### config.mk
export PLATFORM = sky130hd
export DESIGN_NAME = dispense_inventory
export DESIGN_NICKNAME = d
export VERILOG_FILES = /design/src/rtl/dispense_inventory.sv
export SDC_FILE = /design/constraint.sdc
export NUM_CORES = 1
export LEC_CHECK = 0
export BUFFER_PORTS_ARGS = -buffer_cell sky130_fd_sc_hd__buf_4
export CAP_MARGIN = 20
export CORE_MARGIN = 2
export CORE_UTILIZATION = 45
export CTS_CLUSTER_DIAMETER = 120
export DETAILED_ROUTE_END_ITERATION = 7
export GPL_TIMING_DRIVEN = 0
export PLACE_DENSITY = 0.66
export SYNTH_ARGS = -nofsm -noshare
export SYNTH_HDL_FRONTEND = slang
export SYNTH_SLANG_ARGS = --single-unit
export TNS_END_PERCENT = 10
### constraint.sdc
create_clock -name clk -period 2.3 [get_ports clk]
set_input_delay 0.23 -clock clk [delete_from_list [all_inputs] [get_ports clk]]
set_output_delay 0.23 -clock clk [all_outputs]
set_load 0.005 [all_outputs]
### src/rtl/dispense_inventory.sv
// dispense_inventory: per-slot stock tracking and 4-phase dispense handshake for the money block
module dispense_inventory #(
  parameter int NUM_ITEMS       = 8,
  parameter int CNT_W           = 4,
  parameter int MAX_STOCK       = 15,
  parameter int DISPENSE_CYCLES = 4
) (
  input  logic                 clk,
  input  logic                 rst,
  input  logic [3:0]           curIndex,
  input  logic                 reduceInventory,
  input  logic                 restock,
  output logic                 reduceInventoryDone,
  output logic                 fullInventory,
  output logic [CNT_W-1:0]     itemCount,
  output logic [NUM_ITEMS-1:0] motorEn,
  output logic                 emptyErr,
  output logic                 soldOut,
  output logic [15:0]          totalDispensed
);
  localparam int TW = $clog2(DISPENSE_CYCLES + 1);
  typedef enum logic [1:0] {IDLE, CHECK, DISPENSE, DONE_WAIT} state_t;
  state_t                 state_q;
  logic [3:0]             idx_q;
  logic [TW-1:0]          timer_q;
  logic [CNT_W-1:0]       cnt_q [NUM_ITEMS];
  logic                   done_q, err_q;
  logic [NUM_ITEMS-1:0]   motor_q;
  logic [15:0]            total_q;
  logic [CNT_W-1:0]       sel_cnt, idx_cnt;
  logic                   any_left;
  // Out-of-range indices never match a slot, so they read as an empty slot.
  always_comb begin
    sel_cnt  = '0;
    idx_cnt  = '0;
    any_left = 1'b0;
    for (int i = 0; i < NUM_ITEMS; i++) begin
      if (curIndex == 4'(i)) sel_cnt = cnt_q[i];
      if (idx_q == 4'(i)) idx_cnt = cnt_q[i];
      any_left = any_left | (cnt_q[i] != '0);
    end
  end
  assign itemCount           = sel_cnt;
  assign fullInventory       = sel_cnt != '0;
  assign soldOut             = !any_left;
  assign reduceInventoryDone = done_q;
  assign motorEn             = motor_q;
  assign emptyErr            = err_q;
  assign totalDispensed      = total_q;
  always_ff @(posedge clk or negedge rst) begin
    if (!rst) begin
      state_q <= IDLE;
      idx_q   <= '0;
      timer_q <= '0;
      done_q  <= 1'b0;
      err_q   <= 1'b0;
      motor_q <= '0;
      total_q <= '0;
      for (int i = 0; i < NUM_ITEMS; i++) cnt_q[i] <= CNT_W'(MAX_STOCK);
    end else begin
      err_q <= 1'b0;
      case (state_q)
        IDLE: begin
          if (reduceInventory) begin
            idx_q   <= curIndex;
            state_q <= CHECK;
          end else if (restock) begin
            for (int i = 0; i < NUM_ITEMS; i++) cnt_q[i] <= CNT_W'(MAX_STOCK);
          end
        end
        CHECK: begin
          if (idx_cnt != '0) begin
            for (int i = 0; i < NUM_ITEMS; i++)
              if (idx_q == 4'(i)) cnt_q[i] <= cnt_q[i] - 1'b1;
            timer_q <= TW'(DISPENSE_CYCLES);
            motor_q <= NUM_ITEMS'(1) << idx_q;
            total_q <= (total_q == 16'hFFFF) ? total_q : total_q + 16'd1;
            state_q <= DISPENSE;
          end else begin
            err_q   <= 1'b1;
            state_q <= DONE_WAIT;
          end
        end
        DISPENSE: begin
          timer_q <= timer_q - 1'b1;
          if (timer_q == TW'(1)) begin
            motor_q <= '0;
            state_q <= DONE_WAIT;
          end
        end
        DONE_WAIT: begin
          // Ack rises one edge after entry, then waits for the requester to drop req.
          if (!done_q) done_q <= 1'b1;
          else if (!reduceInventory) begin
            done_q  <= 1'b0;
            state_q <= IDLE;
          end
        end
        default: state_q <= IDLE;
      endcase
    end
  end
endmodule
Word-level counts from Yosys, hierarchy flattened:

Index checks and enable logic that the tools add are counted.
W data, S select, Z words.

* register bits after elaboration: 67
* input bits: 8
* output and inout bits: 32
* logic and storage cells: 140

* add/subtract/negate cells: 10
* eq/ne operators: 34
* shift operators: 1
* mux-type cells: 43
* bitwise gates (word level): 8
* reduce and logical (&&, ||, !) cells: 29

Operators by type and width (count)
* $mux W32: 3
* $mux W4: 24
* $pmux W32 S2: 1
* $reduce_and A5 Y1: 8
* $reduce_bool A4 Y1: 10
* $eq A4 B3 Y1 const B: 8
* $sub A4 B1 Y4 const B: 8
* $ne A2 B2 Y1 const B: 15
* $add A16 B1 Y16 const B: 1
* $eq A16 B16 Y1 const B: 1
* $eq A4 B2 Y1 const B: 4
* $mux W8: 2
* $pmux W8 S2: 1
* $eq A4 B1 Y1 const B: 2
* $logic_not A4 Y1: 2
* $mux W2: 4
* $pmux W2 S4: 1
* $shl A1 B4 Y8 const A: 1
* $or A1 B1 Y1: 7
* $pmux W3 S2: 1
* $reduce_and A3 Y1: 2
* $mux W1: 5
* $eq A2 B2 Y1 const B: 2
* $reduce_and A2 Y1: 2
* 9 further kinds: 10

Longest topological paths before layout:

* depth after elaboration: 12
* depth in mapped cells: 9
* gate-level depth less buffers: 8

Least setup slack after synthesis:

No wires, ideal clock.

* kind: register to register
* start point: register idx_q[0]
* end point: register cnt_q[28] (netlist bit)
* setup time: 0.082 ns
* data arrival time: 2.263 ns
* required time: 2.218 ns
* slack: -0.045 ns
* stages on the path, launching flop included: 9
* buffers on the path: 1
* period minus slack after synthesis: 2.345 ns
* cells stage by stage: dfrtp_1 -> buf_2 -> or3b_1 -> a21oi_1 -> o221ai_2 -> a41oi_4 -> inv_2 -> or3_4 -> mux2_4

* word-level cells in the longest chain between the ends: 12
* elaborated cells between the ends (all ways): 20
* classes of those cells: 9 x eq/ne; 8 x mux; 3 x reduce/logical

Ends and longest elaborated chain
* from (decl): line 24 `logic [3:0] idx_q;`
* from (signal assigned): line 65 `idx_q <= curIndex;`
* $logic_not A4 Y1: line 39, 74
* $mux W4 (8 in a row): line 39 `if (idx_q == 4'(i)) idx_cnt = cnt_q[i];`
* $reduce_bool A4 Y1: line 72 `if (idx_cnt != '0) begin`
* $ne A2 B2 Y1 (no line)
* $reduce_and A5 Y1 (no line) *
* to (signal, indexed assignment): line 74 `if (idx_q == 4'(i)) cnt_q[i] <= cnt_q[i] - 1'b1;`
* to (decl): line 26 `logic [CNT_W-1:0] cnt_q [NUM_ITEMS];`

Every way passes the cells marked *; elsewhere a longest branch is shown, timed or not.
A chain may end at the register's enable or synchronous reset.

Final worst setup path:

* start point: register cnt_q[30] (netlist bit)
* end point: register cnt_q[29] (netlist bit)

* word-level cells in the longest chain between the ends: 11

Ends and longest elaborated chain (line)
* $mux W4 (8 in a row): 39
* $reduce_bool A4 Y1: 72
* $ne A2 B2 Y1 (no line)
* $reduce_and A5 Y1 (no line)

Every way passes these cells.

==> metrics <==
Seq/Total Area, Yosys=0.414; Comb pwr share=0.512; starting density of the core=0.456; CP arrival=around 2700 ps; worst skew pair latency=roughly 350 ps; Die Y=100 um; Routed Antenna Nets=0; Max-Slew Margin vs Limit=0.418; Synth area leader=dfrtp_1; fin area=5230 sq um; final worst slack=-139 ps; period utilization=1.06; most frequent cells after synthesis=dfrtp_1, dfstp_2, nand2_1; # diodes=0; Static Leakage=2.41 nW; first-pass GRT wire length=between 15000 and 20000 um; layout cells sized above 1=0.360; Non-Filler Instances=approximately 600; Area Overhead vs Synth=25.9%; Setup Viol. Count Final=25; CP startpoint kind=flop; status=complete, but fails checks; CTS Sinks=67; Total Wirelength=about 11000 um; I/O pin total=40; DR pass1 iterations=5; worst-path fanout max=5; Final Critical Period=2440 ps; Reg power frac=0.310; Yosys reg bits=67; initial DRC count=approximately 290; Via Count=roughly 3600; Syn Nets=440; Hold Violations, Final=4; reg-to-reg endpoint=cnt_q[29]; Netlist cell types=between 50 and 60; worst clock skew=approximately 14 ps; R2R setup slack=-140 ps; top-count cell post-synth=dfrtp_1; largest net degree at the start of global routing=68; pwr dens=between 1000 and 1500 nW/um^2; Slew Viols, Final=0; Psw=3.07 mW; Peak Freq=approximately 410 MHz; Post-Synthesis Cells=between 400 and 500; worst r2r src=cnt_q[30]; number of global-route vias before repair=around 3400; switch share=0.412; clk root buf=clkbuf_8; CTS buffer count=9; clock buffer depth=2; gp weighted congestion=0.911; Routed WL per cell=about 19 um; Required @ worst endpoint=~2600 ps; worst-case reg-to-reg path depth=7; via density per instance=around 6; total grt overflow=0; port bufs=36; Hold WC Path Type=in -> async; initial antenna violation count=0; Clk pin slew, worst setup/hold paths=roughly 80 ps; Nets=slightly above 500; die width=between 100 and 150 um; Fin Hold WS=-28.8 ps; RSZ-0062 raised after global routing=true; P_int=~4.4 mW; TritonCTS clock tree=done; failing checks=negative hold slack, negative setup slack; Clock power frac=0.178; crit end category=flop; main area contributors after synthesis=dfrtp_1, dfstp_2, ha_1; # Max-Cap Violations=0; DRC viols=0; placed insts=around 560; area share of the largest cell type after synthesis=0.211; Setup Crit Path Kind=reg -> reg; Synth warnings=0; FP Rows=35; H-tree levels=3; fillcell total=between 700 and 800; Mapped Avg Cell Area=~10 sq um; VDD IR-drop max=~0.00055 V; Slew @ Worst Pin=between 800 and 900 ps; Post-synth ARST share=1.00; post-layout util=0.574; DP Wirelength=~7900 um; number of enable flip-flop cells after synthesis=0; Synth Flop Type=dfrtp_1; Die ar.=around 10000 sq um; dpl cell area=approximately 4600 sq um; Post-Syn Area=a little over 4000 sq um; Core Region=about 9100 sq um; GRT Total Usage=0.229
## worst max-delay path, cell delays in order (launching register included)
cell	delay, ps
dfstp_2	600
or3b_1	370
a21oi_2	200
o221ai_4	170
a41oi_4	280
inv_4	70
or3_4	370
mux2_4	300
## cell type report
type / count / area (sq um) / area share
Buffer: 15 / 103 / 0.0196
Sequential cell: 67 / 1720 / 0.329
Tap cell: 111 / 139 / 0.0266
Clock buffer: 13 / 213 / 0.0407
Multi-Input combinational cell: 299 / 2440 / 0.467
Inverter: 28 / 108 / 0.0206
Timing Repair Buffer: 59 / 438 / 0.0838
Clock inverter: 3 / 68.8 / 0.0132
## logic make-up after synthesis
family                     synth area share
adders and majority gates            0.0663
and+or+nand+nor                       0.216
muxes                                 0.107
DFF                                   0.414
buffers and inverters                0.0416
xor gates and xnor gates             0.0338
AOI/OAI and AO/OA                     0.122
## layer usage
layer | part of all wire | track usage | vias up | wire length [um]
met5 | 0 | 0 | - | 0
met4 | 0.032 | 0.0843 | 0 | 363
met3 | 0.066 | 0.0327 | 37 | 745
met2 | 0.46 | 0.359 | 148 | 5230
met1 | 0.44 | 0.326 | 1759 | 4910
li1 | - | - | 1629 | -
## registers in the layout (all words and copies together), names as in the netlist
signal / count
motorEn: 8
cnt_q: 32
timer_q: 3
idx_q: 4
emptyErr: 1
totalDispensed: 16
state_q: 2
reduceInventoryDone: 1
## power groups by stage
stage                     clock network (mW)  logic, mW  registers [mW]
after floorplan                            0       2.17            2.13
after global placement                     0       2.95            2.28
after detailed placement                   0       3.04            2.29
after CTS                               1.34       3.47            2.30
after global routing                    1.40       4.14            2.36
final                                   1.33       3.82            2.31
## repair_timing
action / 4_1_cts / 5_1_grt
gates cloned: 0 / 1
pin swaps: 8 / 4
endpoints found under the setup margin: 59 / 42
hold buffers: 0 / 0
gates resized for setup: 38 / 12
setup buffers: 8 / 13
## cell usage in the layout (no fill, tap or decap), types with 4 or more instances in the layout
cell type   n
a21o_1      5
a21oi_1    12
a22o_1      9
a31oi_1     5
and2_1     10
and3_1      4
and4_1      6
buf_4      58
buf_6       4
clkbuf_2    6
clkbuf_8   10
dfrtp_1    34
dfstp_2    32
ha_1       22
inv_1      27
mux2_2     11
mux2i_1     9
mux4_2      8
nand2_1    31
nand2b_1    5
nand3_1    10
nand4_1    13
nor2_1     28
nor3_1      8
nor4_1      5
nor4bb_1    4
o21ai_0    13
o22a_1      5
xnor2_1    14
## worst max path at each step
| stage | to | from | depth (start not counted) |
|---|---|---|---|
| floorplan | cnt_q[28] | idx_q[0] | 8 |
| global route | cnt_q[29] | idx_q[3] | 8 |
| global placement | motorEn[1] | idx_q[0] | 8 |
| CTS | cnt_q[28] | cnt_q[30] | 7 |
| finish | cnt_q[29] | cnt_q[30] | 7 |
| detailed placement | motorEn[1] | idx_q[0] | 8 |
## through the flow
step                      TNS, ps  worst slack (ps)  power, mW  hold slack (ps)
after floorplan                 0             0.994       4.30            -65.6
after global placement     -23360              -769       5.22              395
after detailed placement   -21250              -794       5.33              412
after CTS                    -394             -97.9       7.12             32.5
after global routing        -5140              -198       7.89             66.2
final                       -1610              -139       7.45            -28.8
(Power assumes the default switching activity.)
